### src/rtl/axi4_usr_sram_ctrl_pkg.sv
// Shared definitions for the AXI4 user-side SRAM controller: bus-width macros,
// FSM state type and SRAM timing constants.
`ifndef AXI4_DATA_WIDTH
`define AXI4_DATA_WIDTH 64
`endif
`ifndef AXI4_WSTRB_WIDTH
`define AXI4_WSTRB_WIDTH (`AXI4_DATA_WIDTH/8)
`endif
`ifndef AXI4_DATA_BLOG
`define AXI4_DATA_BLOG 3
`endif

package axi4_usr_sram_ctrl_pkg;

    typedef enum logic [2:0] {
        ST_IDLE     = 3'd0,
        ST_RD_WAIT  = 3'd1,
        ST_RD_VALID = 3'd2,
        ST_WR       = 3'd3,
        ST_WR_RESP  = 3'd4
    } usr_sram_state_t;

    localparam int SRAM_RD_LAT = 1;
    localparam int BEAT_CNT_W  = 8;

endpackage

### src/rtl/axi4_usr_sram_ctrl_beat_cnt.sv
// 8-bit burst beat counter: load count and length, increment, last-beat compare.
module axi4_usr_beat_cnt
    import axi4_usr_sram_ctrl_pkg::*;
(
    input  logic                  aclk,
    input  logic                  aresetn,
    input  logic                  load_i,
    input  logic [BEAT_CNT_W-1:0] load_cnt_i,
    input  logic [BEAT_CNT_W-1:0] load_len_i,
    input  logic                  inc_i,
    output logic                  last_o
);

    logic [BEAT_CNT_W-1:0] cnt_q;
    logic [BEAT_CNT_W-1:0] len_q;

    assign last_o = (cnt_q == len_q);

    // Compare before incrementing so a 256-beat burst never wraps the count.
    always_ff @(posedge aclk or negedge aresetn) begin
        if (!aresetn) begin
            cnt_q <= '0;
            len_q <= '0;
        end else if (load_i) begin
            cnt_q <= load_cnt_i;
            len_q <= load_len_i;
        end else if (inc_i && !last_o) begin
            cnt_q <= cnt_q + BEAT_CNT_W'(1);
        end
    end

endmodule

### src/rtl/axi4_usr_sram_ctrl.sv
// Sequences the AXI4 slave FSM user port onto a single-port 1-cycle-latency SRAM.
// Optional beat counters enabled by defining AXI4_USR_SRAM_PERF_CNT_EN.
//   state       | meaning
//   ST_IDLE     | ready for address; read wins over write
//   ST_RD_WAIT  | SRAM read in flight, capture data next edge
//   ST_RD_VALID | hold register presented with rvalid until beat accepted
//   ST_WR       | accepting write beats, one SRAM write per beat
//   ST_WR_RESP  | bvalid until bready
module axi4_usr_sram_ctrl
    import axi4_usr_sram_ctrl_pkg::*;
#(
    parameter int  SRAM_DEPTH      = 4096,
    parameter int  USR_WADDR_WIDTH = 23,
    localparam int SRAM_AW         = $clog2(SRAM_DEPTH)
) (
    input  logic                           aclk,
    input  logic                           aresetn,
    input  logic                           arvalid_i,
    input  logic [7:0]                     arlen_i,
    input  logic                           awvalid_i,
    input  logic                           bready_i,
    input  logic                           usr_start_i,
    input  logic                           usr_rdwr_start_i,
    input  logic                           usr_wen_i,
    input  logic [7:0]                     usr_wlen_i,
    input  logic [USR_WADDR_WIDTH-1:0]     usr_addr_i,
    input  logic [`AXI4_WSTRB_WIDTH-1:0]   usr_bm_i,
    input  logic [`AXI4_DATA_WIDTH-1:0]    usr_dat_i,
    output logic [`AXI4_DATA_WIDTH-1:0]    usr_dat_o,
    output logic                           usr_awready_o,
    output logic                           usr_wready_o,
    output logic                           usr_bvalid_o,
    output logic                           usr_arready_o,
    output logic                           usr_rvalid_o,
    output logic                           sram_en_o,
    output logic                           sram_we_o,
    output logic [SRAM_AW-1:0]             sram_addr_o,
    output logic [`AXI4_WSTRB_WIDTH-1:0]   sram_bm_o,
    output logic [`AXI4_DATA_WIDTH-1:0]    sram_wdata_o,
    input  logic [`AXI4_DATA_WIDTH-1:0]    sram_rdata_i
`ifdef AXI4_USR_SRAM_PERF_CNT_EN
    ,
    output logic [31:0]                    perf_rd_beats_o,
    output logic [31:0]                    perf_wr_beats_o
`endif
);

    usr_sram_state_t                state_q, state_d;
    logic                           active_q;
    logic [`AXI4_DATA_WIDTH-1:0]    hold_q;
    logic                           en, we;
    logic                           hold_cap;
    logic                           rd_acc, wr_acc;
    logic                           cnt_load, cnt_inc, cnt_last;
    logic [BEAT_CNT_W-1:0]          cnt_load_val, len_load_val;
    logic                           unused_addr_hi;

    assign unused_addr_hi = ^usr_addr_i[USR_WADDR_WIDTH-1:SRAM_AW];

    axi4_usr_beat_cnt u_beat_cnt (
        .aclk       (aclk),
        .aresetn    (aresetn),
        .load_i     (cnt_load),
        .load_cnt_i (cnt_load_val),
        .load_len_i (len_load_val),
        .inc_i      (cnt_inc),
        .last_o     (cnt_last)
    );

    // active_q keeps every output low until the first edge after reset release.
    always_ff @(posedge aclk or negedge aresetn) begin
        if (!aresetn) begin
            state_q  <= ST_IDLE;
            active_q <= 1'b0;
            hold_q   <= '0;
        end else begin
            state_q  <= state_d;
            active_q <= 1'b1;
            if (hold_cap) begin
                hold_q <= sram_rdata_i;
            end
        end
    end

    always_comb begin
        state_d       = state_q;
        usr_arready_o = 1'b0;
        usr_awready_o = 1'b0;
        usr_wready_o  = 1'b0;
        usr_bvalid_o  = 1'b0;
        usr_rvalid_o  = 1'b0;
        en            = 1'b0;
        we            = 1'b0;
        hold_cap      = 1'b0;
        rd_acc        = 1'b0;
        wr_acc        = 1'b0;
        cnt_load      = 1'b0;
        cnt_inc       = 1'b0;
        cnt_load_val  = '0;
        len_load_val  = '0;
        if (active_q) begin
            case (state_q)
                ST_IDLE: begin
                    usr_arready_o = 1'b1;
                    usr_awready_o = awvalid_i & ~arvalid_i;
                    usr_wready_o  = awvalid_i & ~arvalid_i;
                    if (usr_start_i && arvalid_i) begin
                        en           = 1'b1;
                        cnt_load     = 1'b1;
                        len_load_val = arlen_i;
                        state_d      = ST_RD_WAIT;
                    end else if (usr_start_i) begin
                        cnt_load     = 1'b1;
                        len_load_val = usr_wlen_i;
                        state_d      = ST_WR;
                        if (usr_rdwr_start_i && usr_wen_i) begin
                            en     = 1'b1;
                            we     = 1'b1;
                            wr_acc = 1'b1;
                            if (usr_wlen_i == '0) begin
                                state_d = ST_WR_RESP;
                            end else begin
                                cnt_load_val = BEAT_CNT_W'(1);
                            end
                        end
                    end
                end
                ST_RD_WAIT: begin
                    hold_cap = 1'b1;
                    state_d  = ST_RD_VALID;
                end
                ST_RD_VALID: begin
                    usr_rvalid_o = 1'b1;
                    if (usr_rdwr_start_i) begin
                        rd_acc = 1'b1;
                        if (cnt_last) begin
                            state_d = ST_IDLE;
                        end else begin
                            cnt_inc = 1'b1;
                            en      = 1'b1;
                            state_d = ST_RD_WAIT;
                        end
                    end
                end
                ST_WR: begin
                    usr_wready_o = 1'b1;
                    if (usr_rdwr_start_i && usr_wen_i) begin
                        en     = 1'b1;
                        we     = 1'b1;
                        wr_acc = 1'b1;
                        if (cnt_last) begin
                            state_d = ST_WR_RESP;
                        end else begin
                            cnt_inc = 1'b1;
                        end
                    end
                end
                ST_WR_RESP: begin
                    usr_bvalid_o = 1'b1;
                    if (bready_i) begin
                        state_d = ST_IDLE;
                    end
                end
                default: state_d = ST_IDLE;
            endcase
        end
    end

    assign usr_dat_o    = hold_q;
    assign sram_en_o    = en;
    assign sram_we_o    = we;
    assign sram_addr_o  = en ? usr_addr_i[SRAM_AW-1:0] : '0;
    assign sram_bm_o    = (en && we) ? usr_bm_i : '0;
    assign sram_wdata_o = (en && we) ? usr_dat_i : '0;

`ifdef AXI4_USR_SRAM_PERF_CNT_EN
    logic [31:0] perf_rd_q, perf_wr_q;

    always_ff @(posedge aclk or negedge aresetn) begin
        if (!aresetn) begin
            perf_rd_q <= '0;
            perf_wr_q <= '0;
        end else begin
            if (rd_acc) perf_rd_q <= perf_rd_q + 32'd1;
            if (wr_acc) perf_wr_q <= perf_wr_q + 32'd1;
        end
    end

    assign perf_rd_beats_o = perf_rd_q;
    assign perf_wr_beats_o = perf_wr_q;
`else
    logic unused_perf;
    assign unused_perf = rd_acc ^ wr_acc;
`endif

endmodule

### config.mk
export PLATFORM = sky130hd
export DESIGN_NAME = axi4_usr_sram_ctrl
export DESIGN_NICKNAME = d
export VERILOG_FILES = /design/src/rtl/axi4_usr_sram_ctrl_pkg.sv /design/src/rtl/axi4_usr_sram_ctrl_beat_cnt.sv /design/src/rtl/axi4_usr_sram_ctrl.sv
export SDC_FILE = /design/constraint.sdc
export NUM_CORES = 1
export LEC_CHECK = 0
export CAP_MARGIN = 5
export CORE_AREA = 2 2 131 133
export DETAILED_ROUTE_END_ITERATION = 6
export DIE_AREA = 0 0 133 135
export GPL_TIMING_DRIVEN = 0
export PLACE_DENSITY = 0.8
export SLEW_MARGIN = 20
export SYNTH_ARGS = -nofsm -noshare
export SYNTH_HDL_FRONTEND = slang
export SYNTH_SLANG_ARGS = --single-unit
### constraint.sdc
create_clock -name aclk -period 1.82 [get_ports aclk]
set_input_delay 0.273 -clock aclk [delete_from_list [all_inputs] [get_ports aclk]]
set_output_delay 0.273 -clock aclk [all_outputs]
set_load 0.1 [all_outputs]
==> metrics.md <==
| Metric | Value |
|---|---|
| Async SR Flop Fraction | 100% |
| Initial antenna violation count | 13 |
| Mapped cell area | 4300 um2 |
| First-pass GRT wire length | 29.3 mm |
| Worst Hold Class | input port to asynchronous set/reset pin |
| Row cnt | 47 |
| Detailed Route WL | 21.2 mm |
| PD cells | 1710 nW/um2 |
| Largest net degree at the start of global routing | 51 |
| Clk root buf | clkbuf_16 |
| Number of port buffers | 326 |
| Cells along the critical path | xor2_1 > nor4_4 > a21oi_1 > o211a_1 > buf_12 > and2_4 > buf_12 |
| CP max stage cell | dfrtp_1 |
| DIE WIDTH | 133 um |
| Failing checks | negative setup slack |
| Avg Cell Area, Syn | 11.7 um2 |
| Yosys warning total | 0 |
| Slew headroom | 31.5% |
| DP Wirelength | 15.8 mm |
| Met3 wire length | 1.87 mm |
| Seq/Total Area, Yosys | 48.9% |
| Pre-CTS setup slack | -1.82 ns |
| Worst-margin pin slew | 1.03 ns |
| Top Metal Used | met4 |
| Critical Path Sink Type | primary output |
| Drt first pass iters | 5 |
| Syn Inst Count | 367 |
| CTS sink cnt | 84 |
| Die area | 18,000 um2 |
| Post-synth top flop | dfrtp_1 |
| Worst EP arrival | 2.14 ns |
| Final instance area | 9720 um2 |
| Startpoint types | register |
| RSZ-0062 raised after global routing | yes |
| Syn nets | 551 |
| Period utilisation layout | 133% |
| TritonCTS buffer count | 9 |
| Clock buffer depth | 2 |
| CP most frequent cell | buf_12 |
| Final worst slack | -0.596 ns |
| Core area | 16,400 um2 |
| Synth cell types | 46 |
| Initial Util | 26.2% |
| Fillers | 1,237 |
| Met1 wire length | 7.41 mm |
| Area grow syn2layout | 126% |
| Seq cells post-synth | 84 |
| Leakage power | 0.00465 uW |
| RePlAce Congestion | 0.826 |
| NumNets Final | 902 |
| CP Max Fanout | 10 |
| CP required | 1.55 ns |
| Post-route ant nets | 0 |
| Vias/cell | 4.59 |
| Worst Reg-to-Reg Cells | 6 |
| Min Tclk post-route | 2.42 ns |
| Final setup violation count | 90 |
| GRT Overall Usage | 22.4% |
| Die Y | 135 um |
| Post-DP Area | 8150 um2 |
| Final Power | 16,600 uW |
| DRT iter0 DRCs | 137 |
| Critical path type | register to primary output |
| H-tree depth | 3 |
| Vias | 4,390 |
| Reg clk slew, reported paths | 0.06 ns |
| I/O pin cnt | 338 |
| Remaining Overflow, GRT | 0 |
| CTS tree | done |
| Worst-Skew Late Latency | 0.34 ns |
| Fmax | 0.414 GHz |
| Layout Utilization | 59.2% |
| Fin Hold WS | 0.444 ns |
| Max-cap viol count | 0 |
| Status | finished with violations |
| Crit path largest cell delay | 0.42 ns |
| Post-route clock skew | 0.0132 ns |
| Final Max Tran Viols | 0 |
| Maximum vdd drop | 0.00195 V |
| Wire length on met2 | 10.8 mm |
| Hold Fails Final Rpt | 0 |
| Post-synth EDFFs | 0 |
| Wirelength per Cell | 22.1 um |
| Vias in the first global route | 4,781 |
| Share of layout cells above drive strength 1 | 41.8% |
| Detailed-route DRC error count | 0 |
==> final timing paths <==
check | slack, ns | from | to
worst max-delay path | -0.60 | u_beat_cnt.cnt_q[1] | sram_addr_o[9]
worst min-delay path | 0.44 | aresetn | usr_dat_o[44]
worst max register to register | -0.10 | u_beat_cnt.cnt_q[1] | state_q[2]
worst min register to register | 0.49 | usr_dat_o[15] | usr_dat_o[15]
max in group asynchronous | 0.73 | aresetn | usr_dat_o[17]
min in group aclk | 0.49 | usr_dat_o[15] | usr_dat_o[15]
==> cells in the mapped netlist (all sizes together), types with 4 or more instances <==
library cell | number | area share, %
dfrtp | 84 | 49
buf | 11 | 1.5
clkbuf | 9 | 0.99
and2 | 85 | 13
nand2 | 23 | 2.1
nor2 | 4 | 0.70
nand2b | 6 | 0.87
mux2i | 16 | 3.7
nand4 | 4 | 0.58
xor2 | 8 | 1.6
mux2 | 66 | 17
o21ai | 10 | 1.2
a21oi | 7 | 0.90
==> power breakdown <==
group / leakage [uW] / internal [uW] / switching [uW]
combinational: 0.00351 / 3480 / 8240
sequential: 0.00101 / 2760 / 487
clock: 0.000127 / 924 / 755
total: 0.00465 / 7160 / 9480
==> sequential cells by signal, summed over array words and instances, names as in the netlist <==
| signal | flops |
|---|---|
| active_q | 1 |
| state_q | 3 |
| u_beat_cnt.cnt_q | 8 |
| u_beat_cnt.len_q | 8 |
| usr_dat_o | 64 |
==> logic make-up (layout without fill, tap and decap cells) <==
family          after synthesis  count (layout)  share of synthesized area, %
simple gates                142             142                          21.0
flops                        84              84                          48.9
mux                          82              82                          21.0
compound gates               27              27                          4.45
buf+inv                      21             377                          2.53
xor+xnor                      9               9                          1.83
fa+ha+maj                     1               1                         0.291
other cells                   1              14                        0.0872
==> worst max-delay path, delay by kind of cell (launching register included) <==
| family | cells | cell delay [ns] |
|---|---|---|
| AOI/OAI and AO/OA | 2 | 0.39 |
| and+or+nand+nor | 2 | 0.47 |
| DFF | 1 | 0.42 |
| xor gates and xnor gates | 1 | 0.20 |
| buffers and inverters | 2 | 0.32 |
==> layer usage <==
layer,global-route usage [%],up-vias
met5,0,-
met3,8.11,53
met1,23.3,2123
li1,-,1971
met2,38.4,243
met4,14.5,0
==> layout make-up <==
| type | count | area [um2] | area share, % |
|---|---|---|---|
| flip-flops and latches | 84 | 2100 | 21.7 |
| inverters | 1 | 3.75 | 0.0386 |
| clock buffers | 12 | 236 | 2.43 |
| well taps | 220 | 275 | 2.83 |
| repair buffers | 340 | 4460 | 45.9 |
| plain buffers | 20 | 244 | 2.51 |
| multi-input cells | 262 | 2330 | 24.0 |
| diodes | 13 | 32.5 | 0.335 |
| clock inverters | 4 | 26.3 | 0.270 |
==> through the flow <==
step / cells / TNS (ns)
after floorplan: 367 / -24.07
after global placement: 913 / -384.90
after detailed placement: 914 / -157.27
after CTS: 937 / -74.63
after global routing: 956 / -54.03
final: 956 / -46.37
==> timing repair <==
item,4_1_cts,5_1_grt
hold endpoints to repair,34,0
setup endpoints to repair,217,221
setup buffers,6,6
hold buffers,1,0
pin swaps,15,9
resized for setup,803,110
==> cells in the final DEF, fill, tap and decap left out, types with 9 or more instances in the layout <==
master / Yosys / routed
and2_4: 9 / 83
buf_12: 0 / 93
buf_4: 1 / 10
clkbuf_16: 0 / 9
clkdlybuf4s50_1: 0 / 170
dfrtp_1: 84 / 82
diode_2: 0 / 13
dlymetal6s2s_1: 0 / 63
mux2_2: 59 / 58
mux2i_1: 16 / 16
nand2_1: 22 / 21
(Power assumes the default switching activity.)
